`src/rtl/cpu_clock_ctrl_if.sv`:
```
// Control/status bundle between board pins, CPU and the clock-enable controller.
// Latency: none, plain wires.
// Backpressure: none, all signals are level or single-cycle pulses.
interface cpu_clock_ctrl_if #(
  parameter int CNT_BITS = 16
);
  logic [1:0]          mode;
  logic [4:0]          div_sel;
  logic                step_btn;
  logic                cpu_halt;
  logic                cpu_ce;
  logic                cpu_clk;
  logic                running;
  logic [CNT_BITS-1:0] ce_count;

  // master: board/CPU side driving the controls; slave: the controller itself
  modport master (output mode, div_sel, step_btn, cpu_halt,
                  input  cpu_ce, cpu_clk, running, ce_count);
  modport slave  (input  mode, div_sel, step_btn, cpu_halt,
                  output cpu_ce, cpu_clk, running, ce_count);
endinterface

```
`src/rtl/cpu_clock_ctrl.sv`:
```
// CPU clock-enable controller: run at 2^d rate, single-step from a debounced button, halt from CPU.
// Latency: cpu_ce registered; RUN first pulse 2^d cycles after entry, STEP pulse 1 cycle after step_req.
// Backpressure: none; step requests outside STEP and ticks while halted are dropped, never queued.
module cpu_clock_ctrl #(
  parameter int CNT_WIDTH  = 25,
  parameter int DEB_CYCLES = 500000,
  parameter int DEB_WIDTH  = 20,
  parameter int CNT_BITS   = 16
) (
  input  logic            i_fastclk,
  input  logic            i_reset,
  cpu_clock_ctrl_if.slave io_ctl
);
  typedef enum logic [1:0] {S_IDLE, S_RUN, S_STOPPED, S_STEP} state_t;

  localparam logic [1:0]           MODE_RUN  = 2'b01;
  localparam logic [1:0]           MODE_STEP = 2'b10;
  localparam logic [DEB_WIDTH-1:0] DEB_LAST  = DEB_WIDTH'(DEB_CYCLES - 1);

  state_t               r_state;
  state_t               w_next_state;
  logic                 r_sync1;
  logic                 r_sync2;
  logic                 r_deb_lvl;
  logic                 r_step_req;
  logic [DEB_WIDTH-1:0] r_deb_cnt;
  logic [CNT_WIDTH-1:0] r_rate_cnt;
  logic [1:0]           r_mode_prev;
  logic [4:0]           r_div_prev;
  logic                 r_cpu_ce;
  logic                 r_cpu_clk;
  logic                 r_running;
  logic [CNT_BITS-1:0]  r_ce_count;

  logic                 w_deb_rise;
  logic                 w_cfg_change;
  logic                 w_term;
  logic                 w_ce_next;
  logic                 w_run_next;
  logic [4:0]           w_div;
  logic [CNT_WIDTH-1:0] w_term_val;

  // Clamp the divider exponent so the terminal value always fits the rate counter.
  assign w_div        = (int'(io_ctl.div_sel) > CNT_WIDTH) ? 5'(CNT_WIDTH) : io_ctl.div_sel;
  assign w_term_val   = ~({CNT_WIDTH{1'b1}} << w_div);
  assign w_term       = (r_rate_cnt == w_term_val);
  assign w_cfg_change = (io_ctl.mode != r_mode_prev) || (io_ctl.div_sel != r_div_prev);
  // Debounced level is about to go 0->1 at the coming edge.
  assign w_deb_rise   = r_sync2 && !r_deb_lvl && (r_deb_cnt == DEB_LAST);

  // Button synchroniser, debounce counter and one-cycle step request.
  always_ff @(posedge i_fastclk) begin
    if (i_reset) begin
      r_sync1    <= 1'b0;
      r_sync2    <= 1'b0;
      r_deb_cnt  <= '0;
      r_deb_lvl  <= 1'b0;
      r_step_req <= 1'b0;
    end else begin
      r_sync1    <= io_ctl.step_btn;
      r_sync2    <= r_sync1;
      r_step_req <= w_deb_rise;
      if (r_sync2 == r_deb_lvl) begin
        r_deb_cnt <= '0;
      end else if (r_deb_cnt == DEB_LAST) begin
        r_deb_lvl <= r_sync2;
        r_deb_cnt <= '0;
      end else begin
        r_deb_cnt <= r_deb_cnt + DEB_WIDTH'(1);
      end
    end
  end

  // Rate counter: restarts on any config change or outside RUN, wraps at the terminal count.
  always_ff @(posedge i_fastclk) begin
    if (i_reset) begin
      r_rate_cnt  <= '0;
      r_mode_prev <= 2'b00;
      r_div_prev  <= 5'd0;
    end else begin
      r_mode_prev <= io_ctl.mode;
      r_div_prev  <= io_ctl.div_sel;
      if (w_cfg_change || (r_state != S_RUN) || w_term) begin
        r_rate_cnt <= '0;
      end else begin
        r_rate_cnt <= r_rate_cnt + CNT_WIDTH'(1);
      end
    end
  end

  // FSM state register.
  always_ff @(posedge i_fastclk) begin
    if (i_reset) begin
      r_state <= S_IDLE;
    end else begin
      r_state <= w_next_state;
    end
  end

  // FSM next state: mode decides, except a halted RUN stays stopped until mode leaves 01.
  always_comb begin
    w_next_state = S_IDLE;
    if (io_ctl.mode == MODE_RUN) begin
      if ((r_state == S_STOPPED) || ((r_state == S_RUN) && io_ctl.cpu_halt)) begin
        w_next_state = S_STOPPED;
      end else begin
        w_next_state = S_RUN;
      end
    end else if (io_ctl.mode == MODE_STEP) begin
      w_next_state = S_STEP;
    end
  end

  // FSM outputs: pulse on terminal count in RUN (unless restarting), or on a step request in STEP.
  always_comb begin
    w_ce_next  = 1'b0;
    w_run_next = (w_next_state == S_RUN);
    case (r_state)
      S_RUN:   w_ce_next = w_term && !w_cfg_change;
      S_STEP:  w_ce_next = r_step_req;
      default: w_ce_next = 1'b0;
    endcase
  end

  // Registered outputs: enable pulse, display square wave, pulse counter, running flag.
  always_ff @(posedge i_fastclk) begin
    if (i_reset) begin
      r_cpu_ce   <= 1'b0;
      r_cpu_clk  <= 1'b0;
      r_running  <= 1'b0;
      r_ce_count <= '0;
    end else begin
      r_cpu_ce  <= w_ce_next;
      r_running <= w_run_next;
      if (w_ce_next) begin
        r_cpu_clk  <= ~r_cpu_clk;
        r_ce_count <= r_ce_count + CNT_BITS'(1);
      end
    end
  end

  assign io_ctl.cpu_ce   = r_cpu_ce;
  assign io_ctl.cpu_clk  = r_cpu_clk;
  assign io_ctl.running  = r_running;
  assign io_ctl.ce_count = r_ce_count;
endmodule
```
`src/flat_wrapper.sv`:
```
// flat-port wrapper written by rule: the top's interface ports become plain ports
module cpu_clock_ctrl_flat 
#(
  parameter int CNT_WIDTH  = 25,
  parameter int DEB_CYCLES = 500000,
  parameter int DEB_WIDTH  = 20,
  parameter int CNT_BITS   = 16
)
  (i_fastclk, i_reset, io_ctl_mode, io_ctl_div_sel, io_ctl_step_btn, io_ctl_cpu_halt, io_ctl_cpu_ce, io_ctl_cpu_clk, io_ctl_running, io_ctl_ce_count);
  cpu_clock_ctrl_if #(.CNT_BITS(CNT_BITS)) io_ctl_i ();
  input  logic i_fastclk;
  input  logic i_reset;
  input wire logic [$bits(io_ctl_i.mode)-1:0] io_ctl_mode;
  input wire logic [$bits(io_ctl_i.div_sel)-1:0] io_ctl_div_sel;
  input wire logic [$bits(io_ctl_i.step_btn)-1:0] io_ctl_step_btn;
  input wire logic [$bits(io_ctl_i.cpu_halt)-1:0] io_ctl_cpu_halt;
  output wire logic [$bits(io_ctl_i.cpu_ce)-1:0] io_ctl_cpu_ce;
  output wire logic [$bits(io_ctl_i.cpu_clk)-1:0] io_ctl_cpu_clk;
  output wire logic [$bits(io_ctl_i.running)-1:0] io_ctl_running;
  output wire logic [$bits(io_ctl_i.ce_count)-1:0] io_ctl_ce_count;
  assign io_ctl_i.mode = io_ctl_mode;
  assign io_ctl_i.div_sel = io_ctl_div_sel;
  assign io_ctl_i.step_btn = io_ctl_step_btn;
  assign io_ctl_i.cpu_halt = io_ctl_cpu_halt;
  assign io_ctl_cpu_ce = io_ctl_i.cpu_ce;
  assign io_ctl_cpu_clk = io_ctl_i.cpu_clk;
  assign io_ctl_running = io_ctl_i.running;
  assign io_ctl_ce_count = io_ctl_i.ce_count;
  cpu_clock_ctrl #(.CNT_WIDTH(CNT_WIDTH), .DEB_CYCLES(DEB_CYCLES), .DEB_WIDTH(DEB_WIDTH), .CNT_BITS(CNT_BITS)) u_core (.i_fastclk(i_fastclk), .i_reset(i_reset), .io_ctl(io_ctl_i));
endmodule
```
`config.mk`:
```
export PLATFORM = sky130hd
export DESIGN_NAME = cpu_clock_ctrl_flat
export DESIGN_NICKNAME = d
export VERILOG_FILES = /design/src/rtl/cpu_clock_ctrl_if.sv /design/src/rtl/cpu_clock_ctrl.sv /design/src/flat_wrapper.sv
export SDC_FILE = /design/constraint.sdc
export NUM_CORES = 1
export LEC_CHECK = 0
export CAP_MARGIN = 10
export CELL_PAD_IN_SITES_DETAIL_PLACEMENT = 0
export CELL_PAD_IN_SITES_GLOBAL_PLACEMENT = 1
export CORE_MARGIN = 2
export CORE_UTILIZATION = 44
export CTS_CLUSTER_DIAMETER = 120
export CTS_CLUSTER_SIZE = 20
export DETAILED_ROUTE_END_ITERATION = 10
export PLACE_DENSITY_LB_ADDON = 0.15
export SLEW_MARGIN = 40
export SYNTH_ARGS = -nofsm -noshare
export SYNTH_HDL_FRONTEND = slang
export SYNTH_SLANG_ARGS = --single-unit
export TNS_END_PERCENT = 30
```
`constraint.sdc`:
```
create_clock -name i_fastclk -period 3.7 [get_ports i_fastclk]
set_input_delay 0.37 -clock i_fastclk [delete_from_list [all_inputs] [get_ports i_fastclk]]
set_output_delay 0.37 -clock i_fastclk [all_outputs]
set_load 0.05 [all_outputs]
```
Word level (Yosys, flattened, before mapping)
Cells that the tools add are included.
{ "word_totals": {"ff_bits": 77, "input_bits": 11} }
{ "classes": {"n_lt_le_gt_ge": 1, "mux": 5, "bitwise": 3, "n_reduce_logical": 13, "shifts": 1, "eq_ne": 12, "addsub": 3} }
{ "ops": {"columns": ["operator", "n"], "rows": [
  ["25-bit by 1-bit adder with 25-bit output (second input constant)", 1],
  ["25-bit equality test", 1],
  ["25-bit NOT", 1],
  ["25-bit by 5-bit left shift with 25-bit output (first input constant)", 1],
  ["20-bit by 1-bit adder with 20-bit output (second input constant)", 1],
  ["20-bit by 19-bit equality test with 1-bit output (second input constant)", 1],
  ["16-bit by 1-bit adder with 16-bit output (second input constant)", 1],
  ["2-bit by 1-bit equality test with 1-bit output (second input constant)", 3],
  ["2-bit equality test (second input constant)", 3],
  ["2-bit two-way mux", 3],
  ["5-bit greater-than comparator (second input constant)", 1],
  ["5-bit two-way mux", 1],
  ["5-bit inequality test", 1],
  ["1-bit logical AND", 4],
  ["1-bit logical OR", 4],
  ["3-bit OR reduction", 1],
  ["1-bit zero test", 2],
  ["2-bit by 1-bit inequality test with 1-bit output (second input constant)", 1],
  ["2-bit inequality test", 1],
  ["1-bit NOT", 2],
  ["1-bit case mux with 2 select lines", 1],
  ["2-bit AND reduction", 1],
  ["2-bit OR reduction", 1],
  ["1-bit equality test", 1]
]} }

Logic depth before layout (Yosys ltp)
{ "logic_depth": {"ltp_word": 7, "depth_mapped": 13, "depth_no_buf": 8} }

Worst setup path after synthesis
No wires, ideal clock.
{ "synth_timing": {"path_kind": "input to register", "from": "input port io_ctl_div_sel[3]", "to": "register u_core.r_ce_count[7] (netlist: u_core.io_ctl.ce_count[7])", "t_arrival_ps": 2662, "path_stages": 10, "setup_slack_ps": 917, "path_cell_list": "buf_6 -> or4_4 -> or4_1 -> nand3_1 -> nand4_1 -> nor4_2 -> o21ai_2 -> buf_6 -> nor3_1 -> mux2_2"} }
{ "synth_via": {"elab_chain_cells": 7, "word_cells_on_any_way": 10, "cone_classes": "1 x order compare; 2 x eq/ne; 1 x shift; 2 x mux; 1 x bitwise; 3 x reduce/logical"} }
{ "synth_rtl": {"columns": ["item", "line_no", "source"], "rows": [
  ["start: declaration", "flat_wrapper.sv:14", "input wire logic [$bits(io_ctl_i.div_sel)-1:0] io_ctl_div_sel;"],
  ["5-bit greater-than comparator", "cpu_clock_ctrl.sv:44", "assign w_div = (int'(io_ctl.div_sel) > CNT_WIDTH) ? 5'(CNT_WIDTH) : io_ctl.div_sel;"],
  ["5-bit two-way mux", "cpu_clock_ctrl.sv:44", null],
  ["25-bit by 5-bit left shift with 25-bit output", "cpu_clock_ctrl.sv:45", "assign w_term_val = ~({CNT_WIDTH{1'b1}} << w_div);"],
  ["25-bit NOT", "cpu_clock_ctrl.sv:45", null],
  ["25-bit equality test", "cpu_clock_ctrl.sv:46", "assign w_term = (r_rate_cnt == w_term_val);"],
  ["1-bit logical AND (*)", "cpu_clock_ctrl.sv:119", "S_RUN: w_ce_next = w_term && !w_cfg_change;"],
  ["1-bit case mux with 2 select lines (*)", "cpu_clock_ctrl.sv:118", "case (r_state)"],
  ["end signal: assignment", "cpu_clock_ctrl.sv:137", "r_ce_count <= r_ce_count + CNT_BITS'(1);"],
  ["end: declaration", "cpu_clock_ctrl.sv:33", "logic [CNT_BITS-1:0] r_ce_count;"]
]} }
Mark *: on every way between the ends. The rest lies on a longest branch, timed or not.
A chain may end at the register's enable or synchronous reset.

Worst setup path after layout
{ "layout_timing": {"from": "input port io_ctl_div_sel[0]", "to": "register u_core.r_ce_count[3] (netlist: u_core.io_ctl.ce_count[3])"} }
Same word-level chain as after synthesis.

==> summary.md <==
| Metric | Value |
|---|---|
| Max Freq | approximately 320 MHz |
| Lkg Pwr | about 0.0015 µW |
| Post-Place Setup Slack | around 0.15 ns |
| Switching Fraction | 22.9% |
| Clock Skews | around 0.014 ns |
| Slew @ Worst Pin | 0.734 ns |
| Cell Int Power | ~1300 µW |
| Worst R2R Start | u_core.r_rate_cnt[6] |
| Via count | 3348 |
| Routed vias/inst | roughly 5.4 |
| Filler cells | between 800 and 900 |
| Post-Synth XOR/XNOR Area | between 10% and 20% |
| Pre-antenna DRT Iters | 4 |
| Sequential-to-total area share from yosys stat | around two fifths |
| Initial drt markers | 171 |
| Logic gate share of total power | 5.9% |
| Async S/R FF share, synth | 0% |
| Sequential share of power | between 50% and 60% |
| CTS buffer count | 9 |
| DIE HEIGHT | 99.3 µm |
| DRT antenna net count | 0 |
| Crit path from | io_ctl_div_sel[0] |
| Power density cells | about 350 nW/µm² |
| Worst setup margin | 0.534 ns |
| Critical Path RT | 4.00 ns |
| Yosys top cell area share | between 30% and 40% |
| WP data arrival | around 3.5 ns |
| Rows | 34 |
| Setup crit end kind | flip-flop |
| Max clock buf depth | 2 |
| Worst Setup Start Kind | input pin |
| Area growth, synth to finish | 15.6% |
| Minimum clock period | 3.17 ns |
| Clock Sinks | 77 |
| Worst-Skew Late Latency | 0.35 ns |
| Register-to-Register Path Depth | 9 |
| Setup CP Type | input pin to flip-flop |
| CP top delay family | simple AND/OR/NAND/NOR gates |
| Status | complete, no violations |
| CTS tree | done |
| Max-slew violation count | 0 |
| Drt total wl | approximately 8500 µm |
| Fin. Hold Viols | 0 |
| Clock share of power | between 40% and 50% |
| Setup TNS Final | 0 ns |
| Routed len/inst | 13.7 µm |
| Synth Cell Area | around 4000 µm² |
| DR DRC count | 0 |
| Hold_buf cts | 0 |
| Unrepaired setup endpoints after global routing | no |
| IO Pins | 30 |
| DP Wirelength | between 6000 and 7000 µm |
| Most used flip-flop cell after synthesis | dfxtp_1 |
| Die area | slightly below 10000 µm² |
| Initial antenna violation count | 0 |
| Pin count of the biggest net entering global routing | 26 |
| Setup violators final | 0 |
| Mean post-synth cell area | approximately 8 µm² |
| GR Overflow Total | 0 |
| Syn Inst Count | 485 |
| Ant diodes | 0 |
| Crit path max fanout | 15 |
| First-pass GRT wire length | between 10000 and 15000 µm |
| Number of global-route vias before repair | approximately 3100 |
| Number of synthesized flops with an enable pin | 0 |
| Critical path buffers and inverters | 3 |
| Worst min-delay path class | flip-flop to flip-flop |
| Starting Density | roughly 46% |
| Syn_nets | 500 |
| Core area | around 8800 µm² |
| Hold Path Depth | 1 |
| Period utilisation layout | roughly 86% |
| CP max stage delay | ~0.56 ns |
| Area contributors post-synth | dfxtp_1 39%, nor2_1 7.2%, xor2_1 7.0% |
| Clock transition at path regs | 0.08 ns |
| CP max stage cell | clkdlybuf4s50_1 |
| Clock Root Buffer | clkbuf_8 |
| Most frequent cells in the layout | 77 x nor2_1, 77 x dfxtp_1, 32 x xor2_1, 32 x nand3_1 |
| Min-delay src | u_core.r_sync1 |
| Critical Path Stages | 11 |
| PostCTS Resize Cnt | 0 |
| Mux share of post-synthesis cell area | under 10% |
| Largest family of logic cells by synthesized area | simple AND/OR/NAND/NOR gates |
| Peak VDD IR | between 0.0002 and 0.00025 V |
| Syn. warnings | 0 |
| Layout Nets | 525 |
| Synth Area in Adders | under 10% |
| Clock H-tree levels | 3 |
| Crit-path cells | clkdlybuf4s50_1 -> buf_4 -> a2111oi_2 -> xnor2_1 -> a221oi_1 -> nand4_1 -> nor4_2 -> o21ai_2 -> buf_4 -> or4_1 -> nand2_1 |
| Ratio of cells with drive above 1 in the final layout | under 10% |
| Compound-Gate Fraction of Synth Area | ~10% |
| DIE WIDTH | about 100 µm |
| Reg-to-reg slack, setup | ~0.74 ns |
| MaxCap Viol Count | 0 |
| GP Congestion | 0.894 |
| Seq cells post-synth | 77 |
| Sw Pwr | about 370 µW |
| Max transition margin | between 50% and 60% |
| Hold WS | about 0.45 ns |
| Input/output buffers | 29 |
| Dominant cell type by area after synthesis | dfxtp_1 |
| Synth unique cells | 58 |
| Post-CTS setup buffer count | 0 |
| Post-Synth Simple-Gate Area | 30.7% |
| Top cell by count, worst path | buf_4 |
| Tot GR Track Use | 18.3% |
[layer usage]
layer,GRT usage (%),share of wire (%),vias up
met3,5.41,3.7,7
met2,29.8,47,51
met4,4.74,0.86,0
met5,0,0,-
met1,23.8,48,1545
li1,-,-,1745
[area by class of cell]
| cell class | instances | area (µm²) | share of cell area, % |
|---|---|---|---|
| inverters | 13 | 48.8 | 1.06 |
| clock buffers | 10 | 128 | 2.76 |
| flip-flops and latches | 77 | 1540 | 33.4 |
| multi-input cells | 365 | 2270 | 49.2 |
| repair buffers | 44 | 403 | 8.73 |
| clock inverters | 6 | 87.6 | 1.90 |
| well taps | 108 | 135 | 2.93 |
[cells by family (layout without fill, tap and decap cells)]
group | Yosys count | after routing
multiplexers | 10 | 10
flip-flops | 77 | 77
AND/OR/NAND/NOR | 240 | 240
XOR/XNOR | 54 | 54
AO/OA/AOI/OAI | 57 | 57
adder cells (fa/ha/maj) | 4 | 4
buffers and inverters | 43 | 73
[synth_stat cells (2+ instances only)]
cell type   n
dfxtp_1    77
nor2_1     77
nand3_1    32
xor2_1     32
nand2_1    29
xnor2_1    22
nor2b_1    18
clkbuf_1   16
and3_1     15
nand4_1    15
o21ai_0    14
a21oi_1    13
inv_1      13
buf_2      10
nor4_1     10
or3_1      10
nor3_1      9
mux2_2      7
or4_1       7
ha_1        4
a211o_1     3
a311oi_1    3
mux2i_1     3
or2_2       3
a211oi_1    2
and2_1      2
buf_1       2
buf_6       2
nand3b_1    2
nor3b_1     2
o21a_1      2
o31a_1      2
o31ai_1     2
[power groups by stage]
stage	clock network [µW]	logic, µW	registers (µW)
finish	698	97.1	839
CTS	725	97.8	839
global placement	0	96.5	858
floorplan	0	62.9	859
detailed placement	0	97.2	858
global route	757	108	840
[worst reg2reg max path, stage by stage (launching register included)]
cell     delay, ns
dfxtp_1       0.35
or4_1         0.53
o22a_1        0.21
a32oi_1       0.24
nand4_1       0.21
nor4_2        0.38
o21ai_2       0.20
buf_4         0.23
or4_1         0.47
nand2_1       0.08
[stage by stage]
stage	utilization [%]	cells	power (µW)	area, µm²
after floorplan	-	485	922	3990
after global placement	50.2	607	955	4400
after detailed placement	50.2	607	956	4400
after CTS	52.7	623	1660	4620
after global routing	52.7	623	1710	4620
final	52.7	623	1630	4620
[worst paths after layout]
kind,to
max,u_core.io_ctl.ce_count[3]
min,u_core.r_sync2
max reg2reg,u_core.io_ctl.ce_count[3]
min reg2reg,u_core.r_sync2
[registers in the layout, summed over array words and instances (netlist names)]
name and count:
u_core.io_ctl.ce_count 16, u_core.io_ctl.cpu_ce 1, u_core.io_ctl.cpu_clk 1, u_core.io_ctl.running 1, u_core.r_deb_cnt 20, u_core.r_deb_lvl 1, u_core.r_div_prev 5, u_core.r_mode_prev 2
u_core.r_rate_cnt 25, u_core.r_state 2, u_core.r_step_req 1, u_core.r_sync1 1, u_core.r_sync2 1
Note: power is estimated with default switching activity, not from simulation.
